--- config.mk ---
export PLATFORM = sky130hd
export DESIGN_NAME = rotation_controller
export DESIGN_NICKNAME = d
export VERILOG_FILES = /design/src/rtl/rotation_controller.sv
export SDC_FILE = /design/constraint.sdc
export NUM_CORES = 1
export LEC_CHECK = 0
export CAP_MARGIN = 20
export CORE_MARGIN = 1
export CORE_UTILIZATION = 35
export CTS_CLUSTER_SIZE = 12
export DETAILED_ROUTE_END_ITERATION = 8
export HOLD_SLACK_MARGIN = 0.08
export PLACE_DENSITY = 0.57
export SYNTH_ARGS = -nofsm -noshare
export SYNTH_HDL_FRONTEND = slang
export SYNTH_SLANG_ARGS = --single-unit
--- constraint.sdc ---
create_clock -name clock -period 6.2 [get_ports clock]
set_input_delay 1.24 -clock clock [delete_from_list [all_inputs] [get_ports clock]]
set_output_delay 1.24 -clock clock [all_outputs]
set_load 0.005 [all_outputs]
--- src/rtl/rotation_controller.sv ---
// Rotation motor controller: requests a shortest-path delta, then ramps PWM duty toward a
// delta-dependent target, braking to zero before any direction reversal.
module rotation_controller #(
   parameter logic [11:0] TOLERANCE     = 12'd8,
   parameter logic [11:0] SLOW_ZONE     = 12'd256,
   parameter logic [7:0]  MAX_DUTY      = 8'd200,
   parameter logic [7:0]  MIN_DUTY      = 8'd40,
   parameter logic [7:0]  RAMP_STEP     = 8'd4,
   parameter int unsigned RAMP_DIV      = 16,
   parameter int unsigned UPDATE_PERIOD = 1000,
   parameter int unsigned CALC_TIMEOUT  = 32
) (
   input  logic        clock,
   input  logic        reset_n,
   input  logic        start,
   input  logic        abort,
   output logic        enable_calc,
   input  logic        calc_updated,
   input  logic [11:0] delta_angle,
   input  logic        dir_shortest,
   output logic        pwm_enable,
   output logic        pwm_dir,
   output logic [7:0]  pwm_duty,
   output logic        rotation_busy,
   output logic        rotation_done,
   output logic        fault
);

   localparam int TICK_W = (RAMP_DIV > 1) ? $clog2(RAMP_DIV) : 1;
   localparam int UPD_W  = (UPDATE_PERIOD > 1) ? $clog2(UPDATE_PERIOD) : 1;
   localparam int WAIT_W = (CALC_TIMEOUT > 1) ? $clog2(CALC_TIMEOUT) : 1;
   localparam logic [TICK_W-1:0] TICK_LAST = TICK_W'(RAMP_DIV - 1);
   localparam logic [UPD_W-1:0]  UPD_LAST  = UPD_W'(UPDATE_PERIOD - 1);
   localparam logic [WAIT_W-1:0] WAIT_LAST = WAIT_W'(CALC_TIMEOUT - 1);

   typedef enum logic [2:0] {
      IDLE, REQ, WAIT_CALC, EVAL, RUN, BRAKE, DONE, FAULT
   } state_t;

   state_t             state, state_nxt;
   logic [7:0]         duty_nxt, target, target_nxt;
   logic               dir_nxt, en_nxt;
   logic [11:0]        delta_lat, delta_nxt;
   logic               dir_lat, dlat_nxt;
   logic [WAIT_W-1:0]  wait_cnt, wait_nxt;
   logic [UPD_W-1:0]   upd_cnt, upd_nxt;
   logic [TICK_W-1:0]  tick_cnt, tick_nxt;

   // One saturating ramp step toward tgt; signed headroom avoids 8-bit wrap.
   function automatic logic [7:0] ramp_toward(input logic [7:0] cur, input logic [7:0] tgt);
      logic signed [9:0] up;
      logic signed [9:0] dn;
      logic signed [9:0] tg;
      up = $signed({2'b00, cur}) + $signed({2'b00, RAMP_STEP});
      dn = $signed({2'b00, cur}) - $signed({2'b00, RAMP_STEP});
      tg = $signed({2'b00, tgt});
      if (cur < tgt)
         ramp_toward = (up > tg) ? tgt : up[7:0];
      else if (cur > tgt)
         ramp_toward = (dn < tg) ? tgt : dn[7:0];
      else
         ramp_toward = cur;
   endfunction

   always_comb begin
      state_nxt  = state;
      duty_nxt   = pwm_duty;
      dir_nxt    = pwm_dir;
      en_nxt     = pwm_enable;
      target_nxt = target;
      delta_nxt  = delta_lat;
      dlat_nxt   = dir_lat;
      wait_nxt   = wait_cnt;
      upd_nxt    = upd_cnt;
      tick_nxt   = tick_cnt;
      case (state)
         IDLE: begin
            duty_nxt = '0;
            en_nxt   = 1'b0;
            if (start) state_nxt = REQ;
         end
         REQ: begin
            wait_nxt  = '0;
            state_nxt = WAIT_CALC;
         end
         WAIT_CALC: begin
            if (calc_updated) begin
               delta_nxt = delta_angle;
               dlat_nxt  = dir_shortest;
               state_nxt = EVAL;
            end else if (wait_cnt == WAIT_LAST) begin
               duty_nxt  = '0;
               en_nxt    = 1'b0;
               state_nxt = FAULT;
            end else begin
               wait_nxt = wait_cnt + 1'b1;
            end
         end
         EVAL: begin
            tick_nxt = '0;
            if (delta_lat <= TOLERANCE) begin
               duty_nxt  = '0;
               en_nxt    = 1'b0;
               state_nxt = DONE;
            end else if ((dir_lat != pwm_dir) && (pwm_duty != 8'd0)) begin
               // never reverse at speed: spin down first, then ask again
               target_nxt = '0;
               state_nxt  = BRAKE;
            end else begin
               dir_nxt    = dir_lat;
               en_nxt     = 1'b1;
               target_nxt = (delta_lat >= SLOW_ZONE) ? MAX_DUTY : MIN_DUTY;
               upd_nxt    = '0;
               state_nxt  = RUN;
            end
         end
         RUN: begin
            if (tick_cnt == TICK_LAST) begin
               tick_nxt = '0;
               duty_nxt = ramp_toward(pwm_duty, target);
            end else begin
               tick_nxt = tick_cnt + 1'b1;
            end
            if (upd_cnt == UPD_LAST) state_nxt = REQ;
            else                     upd_nxt   = upd_cnt + 1'b1;
         end
         BRAKE: begin
            if (pwm_duty == 8'd0) begin
               state_nxt = REQ;
            end else if (tick_cnt == TICK_LAST) begin
               tick_nxt = '0;
               duty_nxt = ramp_toward(pwm_duty, 8'd0);
            end else begin
               tick_nxt = tick_cnt + 1'b1;
            end
         end
         DONE: begin
            duty_nxt  = '0;
            en_nxt    = 1'b0;
            state_nxt = IDLE;
         end
         FAULT: begin
            duty_nxt = '0;
            en_nxt   = 1'b0;
         end
         default: state_nxt = IDLE;
      endcase
      if (abort) begin
         state_nxt  = IDLE;
         duty_nxt   = '0;
         en_nxt     = 1'b0;
         target_nxt = '0;
         wait_nxt   = '0;
         upd_nxt    = '0;
         tick_nxt   = '0;
      end
   end

   // Status outputs are registered copies of the state being entered.
   always_ff @(posedge clock) begin
      if (!reset_n) begin
         state         <= IDLE;
         pwm_duty      <= '0;
         pwm_dir       <= 1'b0;
         pwm_enable    <= 1'b0;
         target        <= '0;
         delta_lat     <= '0;
         dir_lat       <= 1'b0;
         wait_cnt      <= '0;
         upd_cnt       <= '0;
         tick_cnt      <= '0;
         enable_calc   <= 1'b0;
         rotation_busy <= 1'b0;
         rotation_done <= 1'b0;
         fault         <= 1'b0;
      end else begin
         state         <= state_nxt;
         pwm_duty      <= duty_nxt;
         pwm_dir       <= dir_nxt;
         pwm_enable    <= en_nxt;
         target        <= target_nxt;
         delta_lat     <= delta_nxt;
         dir_lat       <= dlat_nxt;
         wait_cnt      <= wait_nxt;
         upd_cnt       <= upd_nxt;
         tick_cnt      <= tick_nxt;
         enable_calc   <= (state_nxt == REQ);
         rotation_busy <= (state_nxt != IDLE) && (state_nxt != FAULT);
         rotation_done <= (state_nxt == DONE);
         fault         <= (state_nxt == FAULT);
      end
   end

endmodule

# --- Word-level counts from Yosys, hierarchy flattened ---
# Index checks and enable logic that the tools add are counted.
word_totals:
  reg_bits: 57
  out_inout_bits: 14
op_classes:
  n_addsub: 5
  order_cmp: 10
  eq_ne: 28
  n_mux: 41
  bitwise: 3
  reduce_logical: 21
ops:
  columns: ["cell", "n"]
  rows:
  - ["$mux W8", 16]
  - ["$pmux W8 S5", 1]
  - ["$mux W10", 3]
  - ["$pmux W3 S7", 1]
  - ["$ne A2 B2 Y1 const B", 10]
  - ["$pmux W10 S2", 1]
  - ["$eq A3 B3 Y1 const B", 6]
  - ["$mux W3", 6]
  - ["$ge A12 B9 Y1 const B", 1]
  - ["$le A12 B4 Y1 const B", 1]
  - ["$ne A3 B3 Y1 const B", 4]
  - ["$pmux W4 S3", 1]
  - ["$add A10 B1 Y10 const B", 1]
  - ["$eq A10 B10 Y1 const B", 1]
  - ["$gt A10 B9 Y1", 1]
  - ["$mux W5", 2]
  - ["$pmux W5 S2", 1]
  - ["$add A8 B3 Y9 const B", 1]
  - ["$gt A9 B1 Y1 const B", 1]
  - ["$lt A9 B1 Y1 const B", 1]
  - ["$lt A9 B9 Y1", 1]
  - ["$reduce_and A9 Y1", 1]
  - ["$reduce_bool A3 Y1", 3]
  - ["$sub A8 B3 Y9 const B", 1]
  - ["other kinds (27)", 42]

# --- Depth between registers and ports, before layout ---
# Gate-level depths: netlist of run 1.
logic_depth:
  word_depth: 8
  ltp_mapped: 12
  depth_no_buf: 12

# --- Least setup slack after synthesis of run 1 ---
# No wires, ideal clock.
synth_path:
  kind: "reg-to-reg"
  start: "reg pwm_duty[4]"
  end: "reg pwm_duty[5]"
  setup_time_ns: 0.074
  t_arrival_ns: 2.677
  required_time_ns: 6.126
  slack_ns: 3.449
  stages_incl_launch_ff: 13
  path_buffers: 1
  path_cell_list: "dfxtp_1 -> buf_4 -> or4_1 -> nor2_1 -> xor2_1 -> ha_1 -> nand3_1 -> a31oi_1 -> a211o_1 -> nand3_1 -> nand3b_1 -> a211o_1 -> a31oi_1"
synth_between:
  elab_chain_cells: 8
  elab_cells_between_ends: 27
  classes_between: "add/sub (2); order compare (8); eq/ne (3); mux (12); reduce/logical (2)"
synth_lines:
  columns: ["element", "line_no", "source"]
  rows:
  - ["from (decl)", "23", "output logic [7:0] pwm_duty,"]
  - ["from (signal assigned)", "178", "pwm_duty <= duty_nxt;"]
  - ["$sub A8 B3 Y9", "55", "dn = $signed({2'b00, cur}) - $signed({2'b00, RAMP_STEP});"]
  - ["$lt A9 B1 Y1", "60", "ramp_toward = (dn < tg) ? tgt : dn[7:0];"]
  - ["$mux W8", "60", null]
  - ["$mux W8", "59", "else if (cur > tgt)"]
  - ["$mux W8", "57", "if (cur < tgt)"]
  - ["$mux W8", "130", "end else if (tick_cnt == TICK_LAST) begin"]
  - ["$mux W8", "128", "if (pwm_duty == 8'd0) begin"]
  - ["$pmux W8 S5", "76", "case (state)"]
# Several ways; a longest one is shown, not always the timed one. The select of a mux whose other input is x is not followed.
# A chain may end at the register's enable or synchronous reset.

# --- Worst setup path in the final report of run 1 ---
# Ends and elaborated chain as after synthesis.

==> results of run 1 <==
## worst max-delay path, stage by stage (launching register included)
cell and delay [ns]:
dfxtp_1 0.62, and3_1 0.23, nand3_1 0.09, xnor2_1 0.23, ha_1 0.29, a2111oi_0 0.46, o211ai_1 0.19, a21oi_1 0.43
nand2_1 0.13, a211o_1 0.27, a31oi_1 0.12
## registers in the layout, indices dropped and copies added (netlist names), 3 cells and up
| register | cells |
|---|---|
| delta_lat | 12 |
| upd_cnt | 10 |
| pwm_duty | 6 |
| wait_cnt | 5 |
| tick_cnt | 4 |
| state | 3 |
| target | 3 |
## Yosys cell counts, drive strengths merged (4+ instances only)
cell type / number / area, um^2
clkbuf: 5 / 18.8
a21oi: 22 / 110
a31oi: 4 / 31.3
a211o: 5 / 43.8
nand4: 5 / 31.3
a21boi: 14 / 105
nand3: 20 / 105
ha: 18 / 225
buf: 7 / 42.5
xor2: 10 / 87.6
nor3: 5 / 25.0
xnor2: 7 / 61.3
nor2: 34 / 128
nor2b: 6 / 37.5
nand3b: 4 / 30.0
inv: 15 / 56.3
nand2b: 10 / 62.6
nor4: 4 / 40.0
o21ai: 14 / 81.3
and3: 8 / 51.3
nand2: 49 / 199
dfxtp: 50 / 1000
## layout make-up
type | count | area share, %
inverter | 15 | 1.66
timing repair buffer | 29 | 8.58
tap | 102 | 3.77
sequential | 50 | 29.6
clock buffer | 6 | 2.44
clock inverter | 2 | 1.15
multi-input combinational | 281 | 52.8
## final timing paths
kind                                           startpoint                        end  slack (ns)  cells past startpoint
worst max register to register   pwm_duty[4]$_SDFFE_PP0P_   pwm_duty[5]$_SDFFE_PP0P_        3.03                     10
worst min register to register  delta_lat[2]$_SDFFE_PN0P_  delta_lat[2]$_SDFFE_PN0P_        0.47                      2
worst min-delay path            delta_lat[2]$_SDFFE_PN0P_  delta_lat[2]$_SDFFE_PN0P_        0.47                      2
worst max-delay path             pwm_duty[4]$_SDFFE_PP0P_   pwm_duty[5]$_SDFFE_PP0P_        3.03                     10
## kinds of logic after synthesis
logic type / after synthesis / share of synthesized area, %
xor+xnor: 17 / 5.13
buf+inv: 27 / 4.06
other cells: 1 / 0.129
fa+ha+maj: 18 / 7.77
compound gates: 81 / 18.9
simple gates: 159 / 28.0
flops: 50 / 34.5
mux: 4 / 1.42
## where the power goes
part | switching (mW) | internal (mW)
Sequential | 0.00262 | 0.323
Combinational | 0.0191 | 0.0201
Clock | 0.115 | 0.133
## layer usage
| metal | GRT usage, % | vias up | part of all wire, % |
|---|---|---|---|
| met5 | 0 | - | 0 |
| met3 | 3.17 | 9 | 4.2 |
| met4 | 5.64 | 0 | 1.6 |
| li1 | - | 1312 | - |
| met1 | 21.5 | 1169 | 48 |
| met2 | 26.7 | 66 | 46 |
## metrics by stage
| step | hold WS, ns | setup slack [ns] | total power, mW |
|---|---|---|---|
| after floorplan | 0.443 | 3.45 | 0.355 |
| after global placement | 0.456 | 2.79 | 0.373 |
| after detailed placement | 0.463 | 2.73 | 0.373 |
| after CTS | 0.476 | 3.03 | 0.618 |
| after global routing | 0.500 | 2.72 | 0.638 |
| final | 0.470 | 3.03 | 0.612 |
==> flow_metrics.env, run 1 <==
export IMPL_diodes=0
export IMPL_synth_async_reset_ratio_pct=0
export IMPL_synthDistinctLibCells=54
export IMPL_dr_total_vias=2556
export IMPL_rsz0062_at_grt="no"
export IMPL_peakVddDrop_v=0.000130
export IMPL_grt_pass1_vias=2454
export IMPL_antenna_left=0
export IMPL_synth_seq_area_share_pct=34.5
export IMPL_dr_pass1_iters=4
export IMPL_multiInputGateArea_um2=1790
export IMPL_status="complete, no violations"
export IMPL_vias_per_cell=5.27
export IMPL_layout_common_cells="50 x dfxtp_1, 47 x nand2_1, 34 x nor2_1, 29 x clkdlybuf4s50_1, 22 x a21oi_1"
export IMPL_antenna_found_initial=0
export IMPL_clkSinkCount=50
export IMPL_post_cts_resized=0
export IMPL_utilization_pct=42.9
export IMPL_hold_path_class="flop to flop"
export IMPL_dp_cells=477
export IMPL_grt_total_usage_pct=16.3
export IMPL_dp_hpwl_mm=4.86
export IMPL_seq_area_um2=1000
export IMPL_syn_area_um2=2900
export IMPL_final_fill_count=794
export IMPL_cp_end_kind="flop"
export IMPL_fmax_ghz=0.316
export IMPL_syn_to_final_growth_pct=16.6
export IMPL_drive_gt1_share_pct=4.70
export IMPL_p_leak_nw=1.20
export IMPL_ys_flop_type="dfxtp_1"
export IMPL_ys_seq_elements=50
export IMPL_drv_slew=0
export IMPL_initial_core_util_pct=36.8
export IMPL_max_cap_violations=0
export IMPL_nets=418
export IMPL_stdcell_area_um2=3380
export IMPL_die_w_um=93.0
export IMPL_setup_viol_count_final=0
export IMPL_cts_setup_buffers=0
export IMPL_period_share_pct=51.1
export IMPL_yosysWarnings=0
export IMPL_max_slew_margin_rel_pct=43.7
export IMPL_grt_pass1_wl_mm=11.3
export IMPL_io_pins=32
export IMPL_grt_start_max_net_pins=22
export IMPL_synth_edf_count=0
export IMPL_wl_per_cell_um=13.6
export IMPL_power_density_nw_per_um2=181
export IMPL_crit_arrival_ns=3.39
export IMPL_htreeDepth=2
export IMPL_ctsLongestPathBuffers=2
export IMPL_final_common_cell="dfxtp_1"
export IMPL_cts_root_buf="clkbuf_8"
export IMPL_drt_iter0_markers=124
export IMPL_dieArea_um2=8650
export IMPL_skew_ns=0.0100
export IMPL_worst_pin_slew_ns=0.844
export IMPL_path_max_fanout=13
export IMPL_cts_tree="done"
export IMPL_cts_buffers_inserted=5
export IMPL_period_needed_ns=3.17
export IMPL_route_detailed_drc=0
export IMPL_finalSetupTns_ns=0
export IMPL_coreArea_um2=7890
export IMPL_gr_total_overflow=0
export IMPL_routabilityCongestion=0.829
export IMPL_routed_wl_mm=6.60
export IMPL_path_class="flop to flop"
export IMPL_fp_dieH_um=93.0
export IMPL_cp_start_kind="flop"
export IMPL_path_clk_slew_ns=0.09
export IMPL_syn_mean_instance_area_um2=8.12
export IMPL_syn_inst=357
export IMPL_holdBufCountCts=0
export IMPL_clk_latency_ns=0.31
export IMPL_place_area_um2=3260
export IMPL_fin_cells=485
export IMPL_io_buffers=29
export IMPL_cp_required_ns=6.42
export IMPL_hold_violations=0
export IMPL_rows=32
Power figures use the tool's default switching activity.
==> inputs of run 2 (changes only) <==
PLACE_DENSITY = 0.59   (was 0.57)
clock period = 2.75 ns   (was 6.2 ns; I/O delays follow)
==> flow_metrics.env, run 2 (synthesis results as in run 1) <==
export IMPL_p_clk_share_pct=39.6
export IMPL_path_clk_slew_ns=0.10
export IMPL_stdcell_area_um2=3660
export IMPL_antenna_found_initial=0
export IMPL_cts_tree="done"
export IMPL_diodes=0
export IMPL_layout_common_cells="47 x nand2_1, 47 x dfxtp_1, 33 x nor2_1, 29 x clkdlybuf4s50_1, 23 x buf_4"
export IMPL_pre_cts_slack_ns=0.0205
export IMPL_setup_viol_count_final=0
export IMPL_fp_dieH_um=93.0
export IMPL_fin_ws_ns=0.0697
export IMPL_regMostFlops="delta_lat"
export IMPL_nets=441
export IMPL_antenna_left=0
export IMPL_clkSinkCount=50
export IMPL_r2r_end="pwm_duty[4]$_SDFFE_PP0P_"
export IMPL_rsz0062_at_grt="yes"
export IMPL_vias_per_cell=5.24
export IMPL_drv_slew=0
export IMPL_p_sw_share_pct=23.6
export IMPL_period_needed_ns=2.68
export IMPL_r2r_slack_ns=0.07
export IMPL_dp_hpwl_mm=5.28
export IMPL_dieArea_um2=8650
export IMPL_intPower_mw=1.06
export IMPL_hold_path_endpoint="delta_lat[1]$_SDFFE_PN0P_"
export IMPL_htreeDepth=2
export IMPL_fin_cells=508
export IMPL_grt_start_max_net_pins=18
export IMPL_ctsLongestPathBuffers=2
export IMPL_utilization_pct=46.4
export IMPL_status="complete, no violations"
export IMPL_period_share_pct=97.5
export IMPL_skew_ns=0.00374
export IMPL_hold_violations=0
export IMPL_crit_arrival_ns=2.87
export IMPL_path_class="flop to flop"
export IMPL_io_pins=32
export IMPL_min_delay_start="delta_lat[1]$_SDFFE_PN0P_"
export IMPL_grt_pass1_vias=2447
export IMPL_drive_gt1_share_pct=14.5
export IMPL_rows=32
export IMPL_place_area_um2=3400
export IMPL_largest_reg_flops=12
export IMPL_seqPwrFrac_pct=52.8
export IMPL_pwr_share_comb_pct=7.5
export IMPL_reg_top3="delta_lat (12), upd_cnt (10), pwm_duty (6)"
export IMPL_cts_buffers_inserted=5
export IMPL_gr_total_overflow=0
export IMPL_final_fill_count=752
export IMPL_worst_r2r_path_depth=11
export IMPL_io_buffers=29
export IMPL_dr_pass1_iters=4
export IMPL_grt_total_usage_pct=16.8
export IMPL_power_density_nw_per_um2=378
export IMPL_wl_per_cell_um=14.2
export IMPL_path_max_fanout=7
export IMPL_cp_end_kind="flop"
export IMPL_routabilityCongestion=0.879
export IMPL_p_leak_nw=1.33
export IMPL_routed_wl_mm=7.19
export IMPL_worst_pin_slew_ns=0.715
export IMPL_r2r_start="pwm_duty[5]$_SDFFE_PP0P_"
export IMPL_dp_cells=495
export IMPL_syn_to_final_growth_pct=26.3
export IMPL_dr_total_vias=2660
export IMPL_clk_latency_ns=0.31
export IMPL_min_path_cells=2
export IMPL_die_w_um=93.0
export IMPL_drt_iter0_markers=111
export IMPL_grt_pass1_wl_mm=11.6
export IMPL_max_slew_margin_rel_pct=51.7
export IMPL_cp_start_kind="flop"
export IMPL_cp_required_ns=2.94
export IMPL_peakVddDrop_v=0.000184
export IMPL_cts_root_buf="clkbuf_8"
export IMPL_p_switching_uw=327
export IMPL_initial_core_util_pct=36.8
export IMPL_critPathLaunch="pwm_duty[5]$_SDFFE_PP0P_"
export IMPL_fmax_ghz=0.373
export IMPL_max_cap_violations=0
export IMPL_hold_path_class="flop to flop"
export IMPL_route_detailed_drc=0
export IMPL_coreArea_um2=7890
==> run 2: stage by stage <==
step	total power, mW	TNS [ns]	hold WS (ns)
2_1_floorplan	0.801	0	0.443
3_3_place_gp	0.849	0	0.452
3_5_place_dp	0.849	0	0.456
4_1_cts	1.39	0	0.470
5_1_grt	1.43	-0.160	0.495
6_report	1.38	0	0.472
==> run 2: worst max path at each step <==
| stage | to | cells after the start |
|---|---|---|
| after floorplan | pwm_duty[5]$_SDFFE_PP0P_ | 12 |
| after global placement | pwm_duty[4]$_SDFFE_PP0P_ | 11 |
| after detailed placement | pwm_duty[4]$_SDFFE_PP0P_ | 11 |
| after CTS | pwm_duty[4]$_SDFFE_PP0P_ | 11 |
| after global routing | pwm_duty[4]$_SDFFE_PP0P_ | 11 |
| final | pwm_duty[4]$_SDFFE_PP0P_ | 11 |
==> run 2: layer usage <==
metal  up-vias  share of wire [%]  GRT usage [%]
li1       1354                  -              -
met1      1224                 46           21.5
met2        70                 48           28.6
met3        12                4.1           2.60
met4         0                1.6           5.64
met5         -                  0              0
==> run 2: critical path, cell delays in order (launching register included) <==
cell and delay [ns]:
dfxtp_2 0.35, or4_4 0.56, nor2_4 0.14, xor2_2 0.16, ha_1 0.26, nand3_1 0.09, a31oi_1 0.05, a211o_1 0.29
nand3_4 0.13, a211oi_2 0.08, o311ai_2 0.32, o41ai_2 0.12
==> run 2: power by group through the flow <==
stage / registers [mW] / logic (mW) / clock network, mW
finish: 0.731 / 0.104 / 0.548
global route: 0.732 / 0.114 / 0.588
CTS: 0.733 / 0.0998 / 0.561
detailed placement: 0.750 / 0.0993 / 0
global placement: 0.750 / 0.0990 / 0
floorplan: 0.748 / 0.0522 / 0
==> run 2: cell type report <==
| cell class | instances | area, um^2 | share of cell area, % |
|---|---|---|---|
| clock buffers | 5 | 68.8 | 1.88 |
| clock inverters | 3 | 47.5 | 1.30 |
| flip-flops and latches | 50 | 1010 | 27.6 |
| multi-input cells | 281 | 1890 | 51.6 |
| well taps | 102 | 128 | 3.48 |
| repair buffers | 52 | 463 | 12.6 |
| inverters | 15 | 56.3 | 1.54 |
==> run 2: repair_timing <==
action                                  in CTS  in global routing
endpoints found under the setup margin       0                  6
gates resized for setup                      0                 24
hold buffers                                 0                  0
buffers inserted                             0                  5
